$ cat config.mk
export PLATFORM = sky130hd
export DESIGN_NAME = dac_write_scheduler
export DESIGN_NICKNAME = d
export VERILOG_FILES = /design/src/rtl/dac_write_scheduler.sv
export SDC_FILE = /design/constraint.sdc
export NUM_CORES = 1
export LEC_CHECK = 0
export ABC_AREA = 1
export CELL_PAD_IN_SITES_DETAIL_PLACEMENT = 0
export CELL_PAD_IN_SITES_GLOBAL_PLACEMENT = 1
export CORE_ASPECT_RATIO = 1.1
export CORE_MARGIN = 3
export CORE_UTILIZATION = 34
export DETAILED_ROUTE_END_ITERATION = 12
export PLACE_DENSITY = 0.86
export SLEW_MARGIN = 40
export SYNTH_ARGS = -nofsm -noshare
export SYNTH_HDL_FRONTEND = slang
export SYNTH_SLANG_ARGS = --single-unit
$ cat constraint.sdc
create_clock -name clk -period 2.2 [get_ports clk]
set_clock_uncertainty 0.05 [all_clocks]
set_input_delay 0.33 -clock clk [delete_from_list [all_inputs] [get_ports clk]]
set_output_delay 0.33 -clock clk [all_outputs]
set_load 0.02 [all_outputs]
$ cat src/rtl/dac_write_scheduler.sv
// dac_write_scheduler: round-robin scheduler for the shared 16-bit parallel DAC bus.
// Latency: grant on the edge after req is seen in IDLE; the write takes SETUP+WE+HOLD (+LDAC) cycles; ack on the first cycle after HOLD.
// Backpressure: req is a level held until req_ack; a latched write always completes, and rst aborts it without an ack.
//
// Ports:
//   clk, rst        - block clock (rising edge), asynchronous active-high reset
//   req, req_data   - per-requester write request level and 16-bit code (slice i = bits [16i+15:16i])
//   req_ack         - one-cycle completion pulse for the granted requester
//   ldac_req        - single-cycle manual load request (only honoured when AUTO_LDAC = 0)
//   busy            - high whenever the sequencer is not in IDLE
//   we, ldac        - active-low DAC write enable and load strobes
//   dac_reset       - active-low DAC reset, driven low during the power-on sequence
//   dac_sel, to_daq - channel address and data bus of the current write
module dac_write_scheduler #(
  parameter int N_REQ     = 4,
  parameter int SETUP_CYC = 2,
  parameter int WE_CYC    = 3,
  parameter int HOLD_CYC  = 2,
  parameter int LDAC_CYC  = 3,
  parameter int RST_CYC   = 16,
  parameter int AUTO_LDAC = 1,
  localparam int SEL_W    = (N_REQ > 1) ? $clog2(N_REQ) : 1
) (
  input  logic                   clk,
  input  logic                   rst,
  input  logic [N_REQ-1:0]       req,
  input  logic [16*N_REQ-1:0]    req_data,
  output logic [N_REQ-1:0]       req_ack,
  input  logic                   ldac_req,
  output logic                   busy,
  output logic                   we,
  output logic                   ldac,
  output logic                   dac_reset,
  output logic [SEL_W-1:0]       dac_sel,
  output logic [15:0]            to_daq
);

  localparam int CNT_W = 16;

  // Counter load value for a state lasting p cycles; 0 behaves like 1.
  function automatic logic [CNT_W-1:0] cyc_load(input int p);
    return (p <= 1) ? '0 : CNT_W'(p - 1);
  endfunction

  typedef enum logic [2:0] {
    S_INIT,
    S_IDLE,
    S_SETUP,
    S_STROBE,
    S_HOLD,
    S_LOAD
  } state_t;

  state_t              state_q, state_d;
  logic [CNT_W-1:0]    cnt_q, cnt_d;
  logic [SEL_W-1:0]    rr_q, rr_d;
  logic                pend_q, pend_d;
  logic                we_q, we_d;
  logic                ldac_q, ldac_d;
  logic                dac_reset_q, dac_reset_d;
  logic                busy_q, busy_d;
  logic [SEL_W-1:0]    sel_q, sel_d;
  logic [15:0]         data_q, data_d;
  logic [N_REQ-1:0]    ack_q, ack_d;

  // Round-robin pick: prefer the lowest asserted request at or above the
  // pointer; if none, wrap to the lowest asserted request overall.
  logic [N_REQ-1:0]    rr_mask;
  logic [N_REQ-1:0]    req_hi;
  logic                gnt_found;
  logic [SEL_W-1:0]    gnt_idx;
  logic [15:0]         gnt_data;

  always_comb begin
    rr_mask   = '0;
    gnt_found = 1'b0;
    gnt_idx   = '0;
    gnt_data  = '0;
    for (int i = 0; i < N_REQ; i++) begin
      rr_mask[i] = (i >= int'(rr_q));
    end
    req_hi = req & rr_mask;
    // Descending scans so the lowest index is the one that sticks.
    if (req_hi != '0) begin
      gnt_found = 1'b1;
      for (int i = N_REQ - 1; i >= 0; i--) begin
        if (req_hi[i]) begin
          gnt_idx  = SEL_W'(i);
          gnt_data = req_data[16*i +: 16];
        end
      end
    end else if (req != '0) begin
      gnt_found = 1'b1;
      for (int i = N_REQ - 1; i >= 0; i--) begin
        if (req[i]) begin
          gnt_idx  = SEL_W'(i);
          gnt_data = req_data[16*i +: 16];
        end
      end
    end
  end

  // Manual load pending: includes a request arriving this very cycle so a
  // simultaneous ldac_req wins over a write request in IDLE.
  logic load_pend;

  always_comb begin
    state_d   = state_q;
    cnt_d     = (cnt_q != '0) ? (cnt_q - CNT_W'(1)) : cnt_q;
    rr_d      = rr_q;
    sel_d     = sel_q;
    data_d    = data_q;
    ack_d     = '0;
    load_pend = (AUTO_LDAC == 0) && (pend_q || ldac_req);
    pend_d    = load_pend;

    case (state_q)
      S_INIT: begin
        if (cnt_q == '0) begin
          state_d = S_IDLE;
        end
      end
      S_IDLE: begin
        // No arbitration while the previous ack is still on the bus.
        if (ack_q == '0) begin
          if (load_pend) begin
            state_d = S_LOAD;
            cnt_d   = cyc_load(LDAC_CYC);
            pend_d  = 1'b0;
          end else if (gnt_found) begin
            state_d = S_SETUP;
            cnt_d   = cyc_load(SETUP_CYC);
            sel_d   = gnt_idx;
            data_d  = gnt_data;
            if (int'(gnt_idx) == N_REQ - 1) begin
              rr_d = '0;
            end else begin
              rr_d = gnt_idx + SEL_W'(1);
            end
          end
        end
      end
      S_SETUP: begin
        if (cnt_q == '0) begin
          state_d = S_STROBE;
          cnt_d   = cyc_load(WE_CYC);
        end
      end
      S_STROBE: begin
        if (cnt_q == '0) begin
          state_d = S_HOLD;
          cnt_d   = cyc_load(HOLD_CYC);
        end
      end
      S_HOLD: begin
        if (cnt_q == '0) begin
          for (int i = 0; i < N_REQ; i++) begin
            ack_d[i] = (sel_q == SEL_W'(i));
          end
          if (AUTO_LDAC != 0) begin
            state_d = S_LOAD;
            cnt_d   = cyc_load(LDAC_CYC);
          end else begin
            state_d = S_IDLE;
          end
        end
      end
      S_LOAD: begin
        if (cnt_q == '0) begin
          state_d = S_IDLE;
        end
      end
      default: begin
        state_d = S_INIT;
        cnt_d   = cyc_load(RST_CYC);
      end
    endcase

    // Pin levels follow the next state so every output is a flop.
    we_d        = (state_d != S_STROBE);
    ldac_d      = (state_d != S_LOAD);
    dac_reset_d = (state_d != S_INIT);
    busy_d      = (state_d != S_IDLE);
  end

  always_ff @(posedge clk or posedge rst) begin
    if (rst) begin
      state_q     <= S_INIT;
      cnt_q       <= cyc_load(RST_CYC);
      rr_q        <= '0;
      pend_q      <= 1'b0;
      we_q        <= 1'b1;
      ldac_q      <= 1'b1;
      dac_reset_q <= 1'b0;
      busy_q      <= 1'b1;
      sel_q       <= '0;
      data_q      <= '0;
      ack_q       <= '0;
    end else begin
      state_q     <= state_d;
      cnt_q       <= cnt_d;
      rr_q        <= rr_d;
      pend_q      <= pend_d;
      we_q        <= we_d;
      ldac_q      <= ldac_d;
      dac_reset_q <= dac_reset_d;
      busy_q      <= busy_d;
      sel_q       <= sel_d;
      data_q      <= data_d;
      ack_q       <= ack_d;
    end
  end

  assign req_ack   = ack_q;
  assign busy      = busy_q;
  assign we        = we_q;
  assign ldac      = ldac_q;
  assign dac_reset = dac_reset_q;
  assign dac_sel   = sel_q;
  assign to_daq    = data_q;

endmodule
==> results of run 1 <==
[per-stage QoR]
stage          total power, mW  area (sq um)  TNS [ns]  setup WS (ns)  cells
2_1_floorplan             1.02          3590         0          0.426    547
3_3_place_gp              1.20          4730    -0.107        -0.0281    780
3_5_place_dp              1.20          4730   -0.0805        -0.0397    780
4_1_cts                   1.99          4870         0          0.238    788
5_1_grt                   2.06          4870         0         0.0833    788
6_report                  1.97          4870         0          0.232    788
[worst max-delay path, cell delays in order]
cell             delay (ns)
clkdlybuf4s50_1        0.61
inv_2                  0.08
nor2_2                 0.57
a22oi_1                0.14
o21ai_1                0.13
nand2_1                0.06
nand3_1                0.10
nand2_1                0.07
nand2_1                0.06
[Yosys cell counts (all sizes together)]
| cell | count | share of area |
|---|---|---|
| nor3 | 3 | 0.0042 |
| o21bai | 2 | 0.0042 |
| dfrtp | 40 | 0.28 |
| nand3b | 2 | 0.0042 |
| inv | 62 | 0.065 |
| nor2 | 61 | 0.071 |
| nand2 | 166 | 0.17 |
| a21oi | 14 | 0.020 |
| clkbuf | 3 | 0.0031 |
| o21ai | 70 | 0.098 |
| o22ai | 2 | 0.0035 |
| dfstp | 7 | 0.051 |
| o211ai | 4 | 0.0098 |
| nand3 | 47 | 0.071 |
| a31oi | 1 | 0.0017 |
| o31ai | 1 | 0.0021 |
| nor4 | 5 | 0.013 |
| nand4 | 2 | 0.0035 |
| o2111ai | 1 | 0.0024 |
| a21boi | 2 | 0.0042 |
| o21a | 8 | 0.017 |
| xor2 | 2 | 0.0049 |
| ha | 4 | 0.014 |
| a22oi | 14 | 0.029 |
| or2 | 5 | 0.0087 |
| buf | 19 | 0.042 |
[path summary, 6_finish.rpt]
kind	to	start	slack, ns	depth (start not counted)
setup / recovery	to_daq[0]	req[1]	0.23	9
hold / removal	to_daq[5]	rst	0.28	2
setup reg to reg	cnt_q[0]	cnt_q[0]	0.25	9
hold reg to reg	to_daq[5]	to_daq[5]	0.44	2
max in group asynchronous	cnt_q[1]	rst	1.26	3
min in group clk	to_daq[5]	to_daq[5]	0.44	2
[flip-flops by register name, summed over array words and instances, names as in the netlist]
signal,cells
ldac,1
dac_sel,2
dac_reset,1
busy,1
to_daq,16
we,1
state_q,3
req_ack,4
rr_q,2
cnt_q,16
[layout make-up]
class,count,area (sq um),share of cell area
multi-input combinational,416,2010,0.413
inverter,62,233,0.0478
clock inverter,3,71.3,0.0146
tap,140,175,0.0360
timing repair buffer,115,1130,0.231
clock buffer,5,68.8,0.0141
sequential,47,1180,0.243
[cells by family after synthesis]
logic type,Yosys count,share of synthesized area
adder cells (fa/ha/maj),4,0.0139
buffers and inverters,84,0.110
AND/OR/NAND/NOR,291,0.350
AO/OA/AOI/OAI,119,0.191
XOR/XNOR,2,0.00488
flip-flops,47,0.330
[power by group]
group	total (mW)	switching [mW]	internal [mW]	leakage, nW
Clock	0.785	0.324	0.462	0.0703
Sequential	0.864	0	0.864	0.544
Combinational	0.324	0.150	0.174	1.65
Total	1.97	0.474	1.50	2.26
[routing by layer]
| metal | vias up | global-route usage |
|---|---|---|
| met5 | - | 0 |
| met4 | 0 | 0.0638 |
| met3 | 16 | 0.0232 |
| met2 | 134 | 0.327 |
| met1 | 1767 | 0.227 |
| li1 | 1983 | - |
==> results.py, run 1 <==
metrics = {
    "floorplan": {
        "ioPinCount": 97,
        "die_y_um": 114,
        "num_rows": 38,
        "coreArea_sq_um": 10100,
        "start_util": 0.356,
        "die_x_um": 104,
        "dieArea_sq_um": 11800,
    },
    "grt": {
        "grt_pass1_vias": 3956,
        "grt_util_all_layers": 0.183,
        "grt_max_degree": 29,
        "grt_first_pass_wirelength_um": 18100,
        "antenna_found_initial": 0,
        "gr-total-overflow": 0,
    },
    "clock_network": {
        "cts.sinks": 47,
        "clock_latency_ns": 0.31,
        "clk_pin_slew_ns": 0.09,
        "cts_buffer_depth": 2,
        "cts_tree": "done",
        "post_cts_buffers": 0,
        "cts_root_buffer": "clkbuf_8",
        "holdBufCountCts": 0,
        "htreeDepth": 2,
        "numCtsBuffers": 5,
        "cts_resized": 0,
    },
    "routing": {
        "wl_per_cell_um": 13.7,
        "route.met2.wl_um": 5330,
        "vias_per_cell": 4.95,
        "wl_met1_um": 4710,
        "vias": 3900,
        "drt_iter0_drc": 179,
        "firstDrtPassIters": 5,
        "route.met3.wl_um": 544,
        "ant_nets": 0,
        "drc": 0,
        "highest_layer": "met4",
        "wirelength_um": 10800,
    },
    "finish": {
        "finalNetCount": 722,
        "syn_to_final_growth_pct": 35.7,
        "fillers": 1056,
        "n_antenna_cell": 0,
        "post-route-util": 0.483,
        "final_layout_size_suffix_gt1_frac": 0.106,
        "final_common_cell": "nand2_1",
        "mostFrequentLayoutCells": "nand2_1, clkdlybuf4s50_1, nor2_1, inv_1, nand3_1",
    },
    "critical_path": {
        "path_max_fanout": 15,
        "cp-end-kind": "flop",
        "cp.required_ns": 2.39,
        "start_kind": "input pin",
        "cp.arrival_ns": 2.16,
        "critPathKind": "input pin to flop",
    },
    "synth": {
        "syn_inst": 547,
        "ys_ff_latch": 47,
        "syn_area_per_cell_sq_um": 6.56,
        "synth_area_sq_um": 3590,
        "yosys_warnings": 0,
        "post_synth_num_cell_types": 38,
        "yosysSeqAreaShare": 0.330,
        "synth_nets": 622,
    },
    "place": {
        "place_congestion": 0.890,
        "hpwl_um": 8620,
        "port_buffers": 95,
    },
    "status": {
        "outcome": "finished clean",
    },
    "sta": {
        "hold_viol_final": 0,
        "finalSetupViolCount": 0,
        "final_max_slew_viol_count": 0,
        "rsz0062_at_grt": "no",
        "finalCritPeriodShare": 0.894,
        "tightest_slew_ns": 0.727,
        "fin_crit_ns": 1.97,
        "fmax_ghz": 0.508,
        "timing.hold.ws_ns": 0.281,
        "maxSlewHeadroom": 0.515,
    },
    "job": {
        "maxCapViolations": 0,
    },
    "pwr": {
        "powerDensity_nw_per_um2": 405,
        "worst_ir_drop_vdd_v": 0.000220,
        "leakage_nw": 2.26,
    },
    "min_path": {
        "hp-class": "input pin to async pin",
    },
}
(Power assumes the default switching activity.)
==> run 2: changes to the inputs <==
CTS_CLUSTER_SIZE = 24   (was unset)
==> results of run 2 <==
Same layout as run 1: the final DEF is identical, and so are final timing and power.
